[config.mk]
export PLATFORM = sky130hd
export DESIGN_NAME = pe_seq_ctrl_flat
export DESIGN_NICKNAME = d
export VERILOG_FILES = /design/src/rtl/pe_seq_ctrl_if.sv /design/src/rtl/pe_seq_ctrl.sv /design/src/flat_wrapper.sv
export SDC_FILE = /design/constraint.sdc
export NUM_CORES = 2
export LEC_CHECK = 0
export CAP_MARGIN = 20
export CORE_AREA = 2 2 460 462
export DETAILED_ROUTE_END_ITERATION = 10
export DIE_AREA = 0 0 462 464
export GPL_ROUTABILITY_DRIVEN = 0
export GPL_TIMING_DRIVEN = 0
export PLACE_DENSITY = 0.53
export SLEW_MARGIN = 20
export SYNTH_ARGS = -nofsm -noshare
export SYNTH_HDL_FRONTEND = slang
export SYNTH_SLANG_ARGS = --single-unit
[constraint.sdc]
create_clock -name clk -period 7.2 [get_ports clk]
set_input_delay 0.72 -clock clk [delete_from_list [all_inputs] [get_ports clk]]
set_output_delay 0.72 -clock clk [all_outputs]
set_load 0.1 [all_outputs]
[src/rtl/pe_seq_ctrl_if.sv]
// pe_seq_ctrl_if: instruction, SRAM, PE and result signals of the serial_pe sequencer
interface pe_seq_ctrl_if #(
  parameter int LINE_W = 512,
  parameter int ELEM_W = 16,
  parameter int ACC_W  = 32,
  parameter int ADDR_W = 11,
  parameter int LEN_W  = 8
);
  logic              inst_vld;
  logic              inst_rdy;
  logic [LEN_W-1:0]  inst_len;
  logic [ADDR_W-1:0] inst_nbase;
  logic [ADDR_W-1:0] inst_wbase;
  logic              mem_rd;
  logic [ADDR_W-1:0] mem_naddr;
  logic [ADDR_W-1:0] mem_waddr;
  logic [LINE_W-1:0] mem_ndata;
  logic [LINE_W-1:0] mem_wdata;
  logic [ELEM_W-1:0] pe_neuron;
  logic [ELEM_W-1:0] pe_weight;
  logic [1:0]        pe_ctl;
  logic              pe_vld_i;
  logic [ACC_W-1:0]  pe_result;
  logic              pe_vld_o;
  logic              res_vld;
  logic [ACC_W-1:0]  res_data;
  logic [7:0]        res_tag;
  logic              idle;
  logic              err_len0;
  modport master (
    input  inst_vld, inst_len, inst_nbase, inst_wbase, mem_ndata, mem_wdata, pe_result, pe_vld_o,
    output inst_rdy, mem_rd, mem_naddr, mem_waddr, pe_neuron, pe_weight, pe_ctl, pe_vld_i,
           res_vld, res_data, res_tag, idle, err_len0
  );
  modport slave (
    output inst_vld, inst_len, inst_nbase, inst_wbase, mem_ndata, mem_wdata, pe_result, pe_vld_o,
    input  inst_rdy, mem_rd, mem_naddr, mem_waddr, pe_neuron, pe_weight, pe_ctl, pe_vld_i,
           res_vld, res_data, res_tag, idle, err_len0
  );
endinterface

[src/rtl/pe_seq_ctrl.sv]
// pe_seq_ctrl: dot-product sequencer feeding serial_pe; PE_SEQ_CTRL_PERF_EN adds perf counters
module pe_seq_ctrl #(
  parameter int LINE_W = 512,
  parameter int ELEM_W = 16,
  parameter int ACC_W  = 32,
  parameter int ADDR_W = 11,
  parameter int LEN_W  = 8
) (
  input  logic        clk,
  input  logic        rst_n,
`ifdef PE_SEQ_CTRL_PERF_EN
  output logic [31:0] perf_busy,
  output logic [15:0] perf_insts,
`endif
  pe_seq_ctrl_if.master bus
);
  localparam int EPL = LINE_W / ELEM_W;
  localparam int EW = $clog2(EPL);
  typedef enum logic [1:0] {IDLE, FETCH, LOAD, STREAM} state_t;
  state_t state, nxt;
  logic [LEN_W-1:0] len, line_cnt;
  logic [EW-1:0] elem_cnt;
  logic [ADDR_W-1:0] nbase, wbase, off;
  logic [LINE_W-1:0] nsh, wsh;
  logic [ACC_W-1:0] res_q;
  logic [7:0] ret_tag;
  logic [8:0] outst;
  logic accept, first, last, pf, rd;
  always_comb begin
    accept = state == IDLE && bus.inst_vld && bus.inst_len != '0;
    first = state == STREAM && line_cnt == '0 && elem_cnt == '0;
    last = state == STREAM && line_cnt == len - LEN_W'(1) && elem_cnt == EW'(EPL - 1);
    pf = state == STREAM && elem_cnt == EW'(EPL - 2) && line_cnt < len - LEN_W'(1);
    rd = state == FETCH || pf;
    off = state == FETCH ? '0 : ADDR_W'(line_cnt) + ADDR_W'(1);
    nxt = state == IDLE ? (accept ? FETCH : IDLE) :
          state == FETCH ? LOAD :
          state == LOAD ? STREAM :
          (last ? IDLE : STREAM);
  end
  always_ff @(posedge clk)
    if (!rst_n) state <= IDLE;
    else state <= nxt;
  assign bus.inst_rdy = state == IDLE;
  assign bus.mem_rd = rd;
  assign bus.mem_naddr = rd ? nbase + off : '0;
  assign bus.mem_waddr = rd ? wbase + off : '0;
  assign bus.pe_neuron = nsh[LINE_W-1 -: ELEM_W];
  assign bus.pe_weight = wsh[LINE_W-1 -: ELEM_W];
  assign bus.pe_ctl = {last, first};
  assign bus.pe_vld_i = state == STREAM;
  assign bus.idle = state == IDLE && outst == '0;
  assign bus.res_data = res_q;
  // Prefetched line lands exactly as the last element of the current line drains
  always_ff @(posedge clk)
    if (!rst_n) begin
      len <= '0;
      line_cnt <= '0;
      elem_cnt <= '0;
      nbase <= '0;
      wbase <= '0;
      nsh <= '0;
      wsh <= '0;
    end else begin
      if (accept) begin
        len <= bus.inst_len;
        nbase <= bus.inst_nbase;
        wbase <= bus.inst_wbase;
        line_cnt <= '0;
      end
      if (state == LOAD) begin
        nsh <= bus.mem_ndata;
        wsh <= bus.mem_wdata;
        elem_cnt <= '0;
      end else if (state == STREAM) begin
        elem_cnt <= elem_cnt + EW'(1);
        nsh <= elem_cnt == EW'(EPL - 1) ? bus.mem_ndata : {nsh[LINE_W-ELEM_W-1:0], {ELEM_W{1'b0}}};
        wsh <= elem_cnt == EW'(EPL - 1) ? bus.mem_wdata : {wsh[LINE_W-ELEM_W-1:0], {ELEM_W{1'b0}}};
        if (elem_cnt == EW'(EPL - 1)) line_cnt <= line_cnt + LEN_W'(1);
      end
    end
  always_ff @(posedge clk)
    if (!rst_n) begin
      bus.err_len0 <= 1'b0;
      bus.res_vld <= 1'b0;
      bus.res_tag <= '0;
      res_q <= '0;
      ret_tag <= '0;
      outst <= '0;
    end else begin
      bus.err_len0 <= state == IDLE && bus.inst_vld && bus.inst_len == '0;
      bus.res_vld <= bus.pe_vld_o;
      if (bus.pe_vld_o) begin
        res_q <= bus.pe_result;
        bus.res_tag <= ret_tag;
        ret_tag <= ret_tag + 8'd1;
      end
      outst <= accept && !bus.pe_vld_o ? outst + 9'd1 :
               !accept && bus.pe_vld_o && outst != '0 ? outst - 9'd1 : outst;
    end
`ifdef PE_SEQ_CTRL_PERF_EN
  always_ff @(posedge clk)
    if (!rst_n) begin
      perf_busy <= '0;
      perf_insts <= '0;
    end else begin
      if (state == STREAM && !(&perf_busy)) perf_busy <= perf_busy + 32'd1;
      if (accept && !(&perf_insts)) perf_insts <= perf_insts + 16'd1;
    end
`endif
endmodule

[src/flat_wrapper.sv]
// flat-port wrapper written by rule: the top's interface ports become plain ports
module pe_seq_ctrl_flat 
#(
  parameter int LINE_W = 512,
  parameter int ELEM_W = 16,
  parameter int ACC_W  = 32,
  parameter int ADDR_W = 11,
  parameter int LEN_W  = 8
)
  (clk, rst_n, bus_inst_vld, bus_inst_len, bus_inst_nbase, bus_inst_wbase, bus_mem_ndata, bus_mem_wdata, bus_pe_result, bus_pe_vld_o, bus_inst_rdy, bus_mem_rd, bus_mem_naddr, bus_mem_waddr, bus_pe_neuron, bus_pe_weight, bus_pe_ctl, bus_pe_vld_i, bus_res_vld, bus_res_data, bus_res_tag, bus_idle, bus_err_len0);
  pe_seq_ctrl_if #(.LINE_W(LINE_W), .ELEM_W(ELEM_W), .ACC_W(ACC_W), .ADDR_W(ADDR_W), .LEN_W(LEN_W)) bus_i ();
  input  logic clk;
  input  logic rst_n;
  input wire logic [$bits(bus_i.inst_vld)-1:0] bus_inst_vld;
  input wire logic [$bits(bus_i.inst_len)-1:0] bus_inst_len;
  input wire logic [$bits(bus_i.inst_nbase)-1:0] bus_inst_nbase;
  input wire logic [$bits(bus_i.inst_wbase)-1:0] bus_inst_wbase;
  input wire logic [$bits(bus_i.mem_ndata)-1:0] bus_mem_ndata;
  input wire logic [$bits(bus_i.mem_wdata)-1:0] bus_mem_wdata;
  input wire logic [$bits(bus_i.pe_result)-1:0] bus_pe_result;
  input wire logic [$bits(bus_i.pe_vld_o)-1:0] bus_pe_vld_o;
  output wire logic [$bits(bus_i.inst_rdy)-1:0] bus_inst_rdy;
  output wire logic [$bits(bus_i.mem_rd)-1:0] bus_mem_rd;
  output wire logic [$bits(bus_i.mem_naddr)-1:0] bus_mem_naddr;
  output wire logic [$bits(bus_i.mem_waddr)-1:0] bus_mem_waddr;
  output wire logic [$bits(bus_i.pe_neuron)-1:0] bus_pe_neuron;
  output wire logic [$bits(bus_i.pe_weight)-1:0] bus_pe_weight;
  output wire logic [$bits(bus_i.pe_ctl)-1:0] bus_pe_ctl;
  output wire logic [$bits(bus_i.pe_vld_i)-1:0] bus_pe_vld_i;
  output wire logic [$bits(bus_i.res_vld)-1:0] bus_res_vld;
  output wire logic [$bits(bus_i.res_data)-1:0] bus_res_data;
  output wire logic [$bits(bus_i.res_tag)-1:0] bus_res_tag;
  output wire logic [$bits(bus_i.idle)-1:0] bus_idle;
  output wire logic [$bits(bus_i.err_len0)-1:0] bus_err_len0;
  assign bus_i.inst_vld = bus_inst_vld;
  assign bus_i.inst_len = bus_inst_len;
  assign bus_i.inst_nbase = bus_inst_nbase;
  assign bus_i.inst_wbase = bus_inst_wbase;
  assign bus_i.mem_ndata = bus_mem_ndata;
  assign bus_i.mem_wdata = bus_mem_wdata;
  assign bus_i.pe_result = bus_pe_result;
  assign bus_i.pe_vld_o = bus_pe_vld_o;
  assign bus_inst_rdy = bus_i.inst_rdy;
  assign bus_mem_rd = bus_i.mem_rd;
  assign bus_mem_naddr = bus_i.mem_naddr;
  assign bus_mem_waddr = bus_i.mem_waddr;
  assign bus_pe_neuron = bus_i.pe_neuron;
  assign bus_pe_weight = bus_i.pe_weight;
  assign bus_pe_ctl = bus_i.pe_ctl;
  assign bus_pe_vld_i = bus_i.pe_vld_i;
  assign bus_res_vld = bus_i.res_vld;
  assign bus_res_data = bus_i.res_data;
  assign bus_res_tag = bus_i.res_tag;
  assign bus_idle = bus_i.idle;
  assign bus_err_len0 = bus_i.err_len0;
  pe_seq_ctrl #(.LINE_W(LINE_W), .ELEM_W(ELEM_W), .ACC_W(ACC_W), .ADDR_W(ADDR_W), .LEN_W(LEN_W)) u_core (.clk(clk), .rst_n(rst_n), .bus(bus_i));
endmodule
# After elaboration in Yosys (flattened, before gate mapping)
# Index checks and enable logic that the tools add are counted.
# word_totals
regBits,1128
latch_bits,0
ram_bits,0
mem_bits_ro,0
inputBits,1090
output_inout_bits,102
mem_count,0
# op_classes
add_sub_neg,9
mul,0
div_mod_pow,0
order_cmp,1
n_eq_ne,6
shifts,0
mux,20
bitwise,1
n_reduce_logical,26
# ops
op,n
512-bit two-way mux,6
11-bit two-way mux,3
8-bit two-way mux,4
11-bit adder,2
9-bit two-way mux,2
8-bit by 1-bit adder with 8-bit output (second input constant),2
8-bit zero test,2
1-bit logical AND,13
5-bit == test (second input constant),2
8-bit by 1-bit adder with 9-bit output (second input constant),1
9-bit by 1-bit adder with 9-bit output (second input constant),1
9-bit zero test,1
9-bit nonzero test,1
9-bit by 1-bit subtractor with 9-bit output (second input constant),1
8-bit == test,1
8-bit < comparator,1
2-bit two-way mux,4
8-bit nonzero test,1
8-bit by 1-bit subtractor with 8-bit output (second input constant),1
5-bit by 1-bit adder with 5-bit output (second input constant),1
5-bit zero test,1
2-bit == test (second input constant),2
2-bit nonzero test,2
2-bit by 1-bit == test with 1-bit output (second input constant),1
other kinds (6),7

# Logic depth before layout (Yosys ltp)
# logic_depth
depth_word,8
ltp_mapped,13

# Worst setup path after synthesis
# Ideal clock, no wire load.
# synth_timing
path_kind,register -> output
from,reg u_core.len[0]
to,out bus_mem_naddr[4]
arrival_time_ps,4249
path_slack_ps,2231
stages_incl_launch_ff,12
path_buffers,1
cell_sequence,dfxtp_1 inv_1 ha_1 ha_1 nor2b_1 o21a_1 o21ai_1 nand2b_1 a211oi_1 o22ai_1 clkbuf_1 a211oi_1
# synth_via
elab_chain_len,5
# synth_lines
element,line_no,source
"start, declared",pe_seq_ctrl.sv:21,"logic [LEN_W-1:0] len, line_cnt;"
"start signal, assigned",pe_seq_ctrl.sv:66,len <= bus.inst_len;
8-bit by 1-bit subtractor with 8-bit output,pe_seq_ctrl.sv:33,pf = state == STREAM && elem_cnt == EW'(EPL - 2) && line_cnt < len - LEN_W'(1);
8-bit < comparator,pe_seq_ctrl.sv:33,
1-bit logical AND,pe_seq_ctrl.sv:33,
1-bit logical OR,pe_seq_ctrl.sv:34,rd = state == FETCH || pf;
11-bit two-way mux,pe_seq_ctrl.sv:46,assign bus.mem_naddr = rd ? nbase + off : '0;
"end, declared",flat_wrapper.sv:24,output wire logic [$bits(bus_i.mem_naddr)-1:0] bus_mem_naddr;
# No other way between the ends.

# Worst setup path in the final report
# layout_timing
from,reg u_core.line_cnt[0]
to,out bus_mem_naddr[10]
# layout_via
elab_chain_len,4
# layout_lines
element,line_no,source
"start, declared",pe_seq_ctrl.sv:21,
"start signal, assigned",pe_seq_ctrl.sv:79,if (elem_cnt == EW'(EPL - 1)) line_cnt <= line_cnt + LEN_W'(1);
8-bit by 1-bit adder with 9-bit output or 8-bit < comparator (tied branches),"pe_seq_ctrl.sv:35, pe_seq_ctrl.sv:33",
11-bit two-way mux or 1-bit logical AND (tied branches),"pe_seq_ctrl.sv:35, pe_seq_ctrl.sv:33",
11-bit adder or 1-bit logical OR (tied branches),"pe_seq_ctrl.sv:46, pe_seq_ctrl.sv:34",
11-bit two-way mux (*),pe_seq_ctrl.sv:46,
# Mark *: on every way between the ends. The rest lies on a longest branch, timed or not.

==> reports/metrics.csv <==
metric;value;unit
Slew Limit Fails;0;
switch share;31.1;%
most frequent cells in the layout;nand2_1 (2070), clkdlybuf4s50_1 (1188), dfxtp_1 (1128);
GRT Total Usage;24.2;%
post-synthesis cell type count;55;
Synth Instances;6365;
Max stage delay on crit path;1.16;ns
Hold Violations, Final;0;
fin crit share;81.4;%
sequential power share;39.3;%
Fill cells;21900;
top-area cell type share of the netlist area;43.5;%
clock buffer depth;3;
DRT Wirelength;271000;um
Root Buffer;clkbuf_16;
Final Setup Violations;0;
IO buf count;1190;
Starting DRT DRC Count;5429;
Storage cell area;22600;um^2
CP arrival;5.14;ns
number of H-tree levels;4;
first-pass GRT wire length;376000;um
Clock Skew;0.0363;ns
initial antenna violation count;82;
Die H;464;um
clock share of power;39.3;%
CP Cell Sequence;ha_1, nand3_2, xor2_1, nor2_1, ha_1, o21a_1, o31a_1, o41ai_2, nand2_1, a311oi_1, xor2_1, nor2_1, clkdlybuf4s50_1;
Power Total;18.5;mW
CTS Hold Bufs;0;
#FFs+latches synth;1128;
fmax;0.171;GHz
DP Wirelength;221000;um
core area;209000;um^2
grt total ovfl;0;
Die Area;214000;um^2
crit path max fanout;8;
Period minus WS final;5.86;ns
clock sink count;1128;
Max Cap Viol;0;
Logic pwr share;21.4;%
CTS buffer count;136;
Row Count;168;
Switching Power;5.75;mW
Max IR drop VDD;0.000256;V
Setup TNS;0;ns
largest cells by area after synthesis;dfxtp_1 (44%), o211a_1 (19%), nand2_1 (15%);
Routed Antenna Nets;0;
Synth warnings;0;
Initial Util;24.8;%
Power per Cell Area;255;nW/um^2
vias in the first global route;53100;
RSZ-0062 raised after global routing;no;
layout net count;8829;
routed vias/inst;5.05;
leading area contributor after synthesis;dfxtp_1;
mapped cell area;51900;um^2
Seq/Total Area, Yosys;43.5;%
Ports;1192;
WL/cell;25.4;um
post-CTS sizing;0;
fraction of layout cells with a size suffix above 1;4.89;%
Worst Path Required;6.48;ns
leakage dissipation;33.7;nW
post-CTS setup buffer count;0;
commonest non-fill, non-tap cell in the layout;nand2_1;
Worst Setup Start Kind;flop;
Syn Nets;7495;
worst slew pin tran;1.17;ns
CP max stage cell;clkdlybuf4s50_1;
synthesized area per cell;8.15;um^2
Worst-Skew Late Latency;0.82;ns
Internal;12.7;mW
relative slew slack;22.2;%
die extent in x;462;um
drc violations;0;
CTS tree;done;
critical path type;flop to output pin;
Via Count;54000;
status;completed;
reg2reg path depth;10;
largest net degree at the start of global routing;17;
post-synthesis to final-layout area growth;39.4;%
Hold Path Depth;2;
Hold Crit Class;flop to flop;
endpoint class of the critical path;output pin;
area of the multi-input gates;26500;um^2
DRT Pass-1 Iters;9;
Worst-path clk slew;0.06;ns
-- synth_stat cells (all sizes together) --
| master | n |
|---|---|
| nand2 | 2071 |
| dfxtp | 1128 |
| nand3 | 1039 |
| o211a | 993 |
| clkbuf | 470 |
| buf | 161 |
| a21boi | 68 |
| nor2b | 63 |
| mux2i | 48 |
| nand2b | 39 |
| nor2 | 38 |
| ha | 37 |
| inv | 25 |
| xnor2 | 25 |
| o21ai | 21 |
| nor3 | 20 |
| a21oi | 14 |
| and2 | 13 |
| a211oi | 10 |
| xor2 | 10 |
| and3 | 8 |
| o21a | 8 |
| nand4 | 7 |
| a21o | 6 |
| nor4 | 5 |
| o22ai | 5 |
| a311oi | 4 |
| o41ai | 4 |
| and4 | 3 |
| fa | 3 |
| o2111ai | 3 |
| a221oi | 2 |
| maj3 | 2 |
| nor4b | 2 |
| o21bai | 2 |
| o31a | 2 |
| or3 | 2 |
| a32oi | 1 |
| nand4b | 1 |
| nor3b | 1 |
| or2 | 1 |
-- sequential cells by signal, indices dropped and copies added, names as in the netlist --
register             cells
u_core.len               8
u_core.line_cnt          8
u_core.wbase            11
u_core.bus.res_vld       1
u_core.state             2
u_core.nbase            11
u_core.outst             9
u_core.bus.err_len0      1
u_core.ret_tag           8
u_core.nsh             512
u_core.bus.res_tag       8
u_core.wsh             512
u_core.bus.res_data     32
u_core.elem_cnt          5
-- per-layer routing --
metal	routed length (um)	part of all wire [%]	global-route usage, %
met2	128000	47	40.0
met1	109000	40	29.3
met5	119	0.044	0
met4	13700	5.1	12.3
met3	20400	7.5	5.18
-- through the flow --
step | setup WS [ns] | hold slack [ns] | cell area (um^2) | utilization, % | instances
after detailed placement | 2.29 | 0.452 | 67400 | 32.2 | 10400
final | 1.34 | 0.457 | 72300 | 34.6 | 10700
after floorplan | 2.23 | 0.439 | 51900 | - | 6365
after CTS | 1.39 | 0.391 | 72100 | 34.5 | 10600
after global routing | 1.21 | 0.448 | 72200 | 34.5 | 10700
after global placement | 1.78 | 0.450 | 67300 | 32.2 | 10400
-- logic make-up after synthesis --
| kind of cell | after synthesis | synth area share, % |
|---|---|---|
| adder cells (fa/ha/maj) | 42 | 1.05 |
| flip-flops | 1128 | 43.5 |
| AO/OA/AOI/OAI | 1143 | 21.3 |
| AND/OR/NAND/NOR | 3313 | 27.3 |
| buffers and inverters | 656 | 5.29 |
| multiplexers | 48 | 0.927 |
| XOR/XNOR | 35 | 0.591 |
-- power by group through the flow --
stage          Sequential (mW)  Clock (mW)  Combinational (mW)
2_1_floorplan             7.30           0                2.13
3_3_place_gp              7.35           0                3.86
3_5_place_dp              7.36           0                3.91
4_1_cts                   7.23        7.38                3.93
5_1_grt                   7.30        7.61                4.24
6_report                  7.25        7.26                3.95
-- cell type report --
| class | count | share of cell area, % |
|---|---|---|
| inverter | 25 | 0.130 |
| sequential | 1128 | 31.2 |
| buffer | 631 | 3.68 |
| tap | 2805 | 4.86 |
| timing repair buffer | 1196 | 16.7 |
| antenna | 59 | 0.204 |
| multi-input combinational | 4581 | 36.7 |
| clock buffer | 207 | 5.67 |
| clock inverter | 43 | 0.829 |
-- worst max-delay path, delay by kind of cell (launching register included) --
family	cells	cell delay [ns]
AOI/OAI and AO/OA	4	1.03
xor gates and xnor gates	2	0.29
adders and majority gates	2	0.62
buffers and inverters	1	1.16
DFF	1	0.46
and+or+nand+nor	4	0.75
-- path summary, 6_finish.rpt --
path                                   start  slack, ns                           end
max            u_core.line_cnt[0]$_SDFF_PN0_       1.34             bus_mem_naddr[10]
max reg2reg  u_core.elem_cnt[1]$_SDFFE_PP0P_       3.00  u_core.wsh[102]$_SDFFE_PN0P_
min             u_core.nbase[0]$_SDFFE_PN0P_       0.46  u_core.nbase[0]$_SDFFE_PN0P_
min reg2reg     u_core.nbase[0]$_SDFFE_PN0P_       0.46  u_core.nbase[0]$_SDFFE_PN0P_
(Power assumes the default switching activity.)
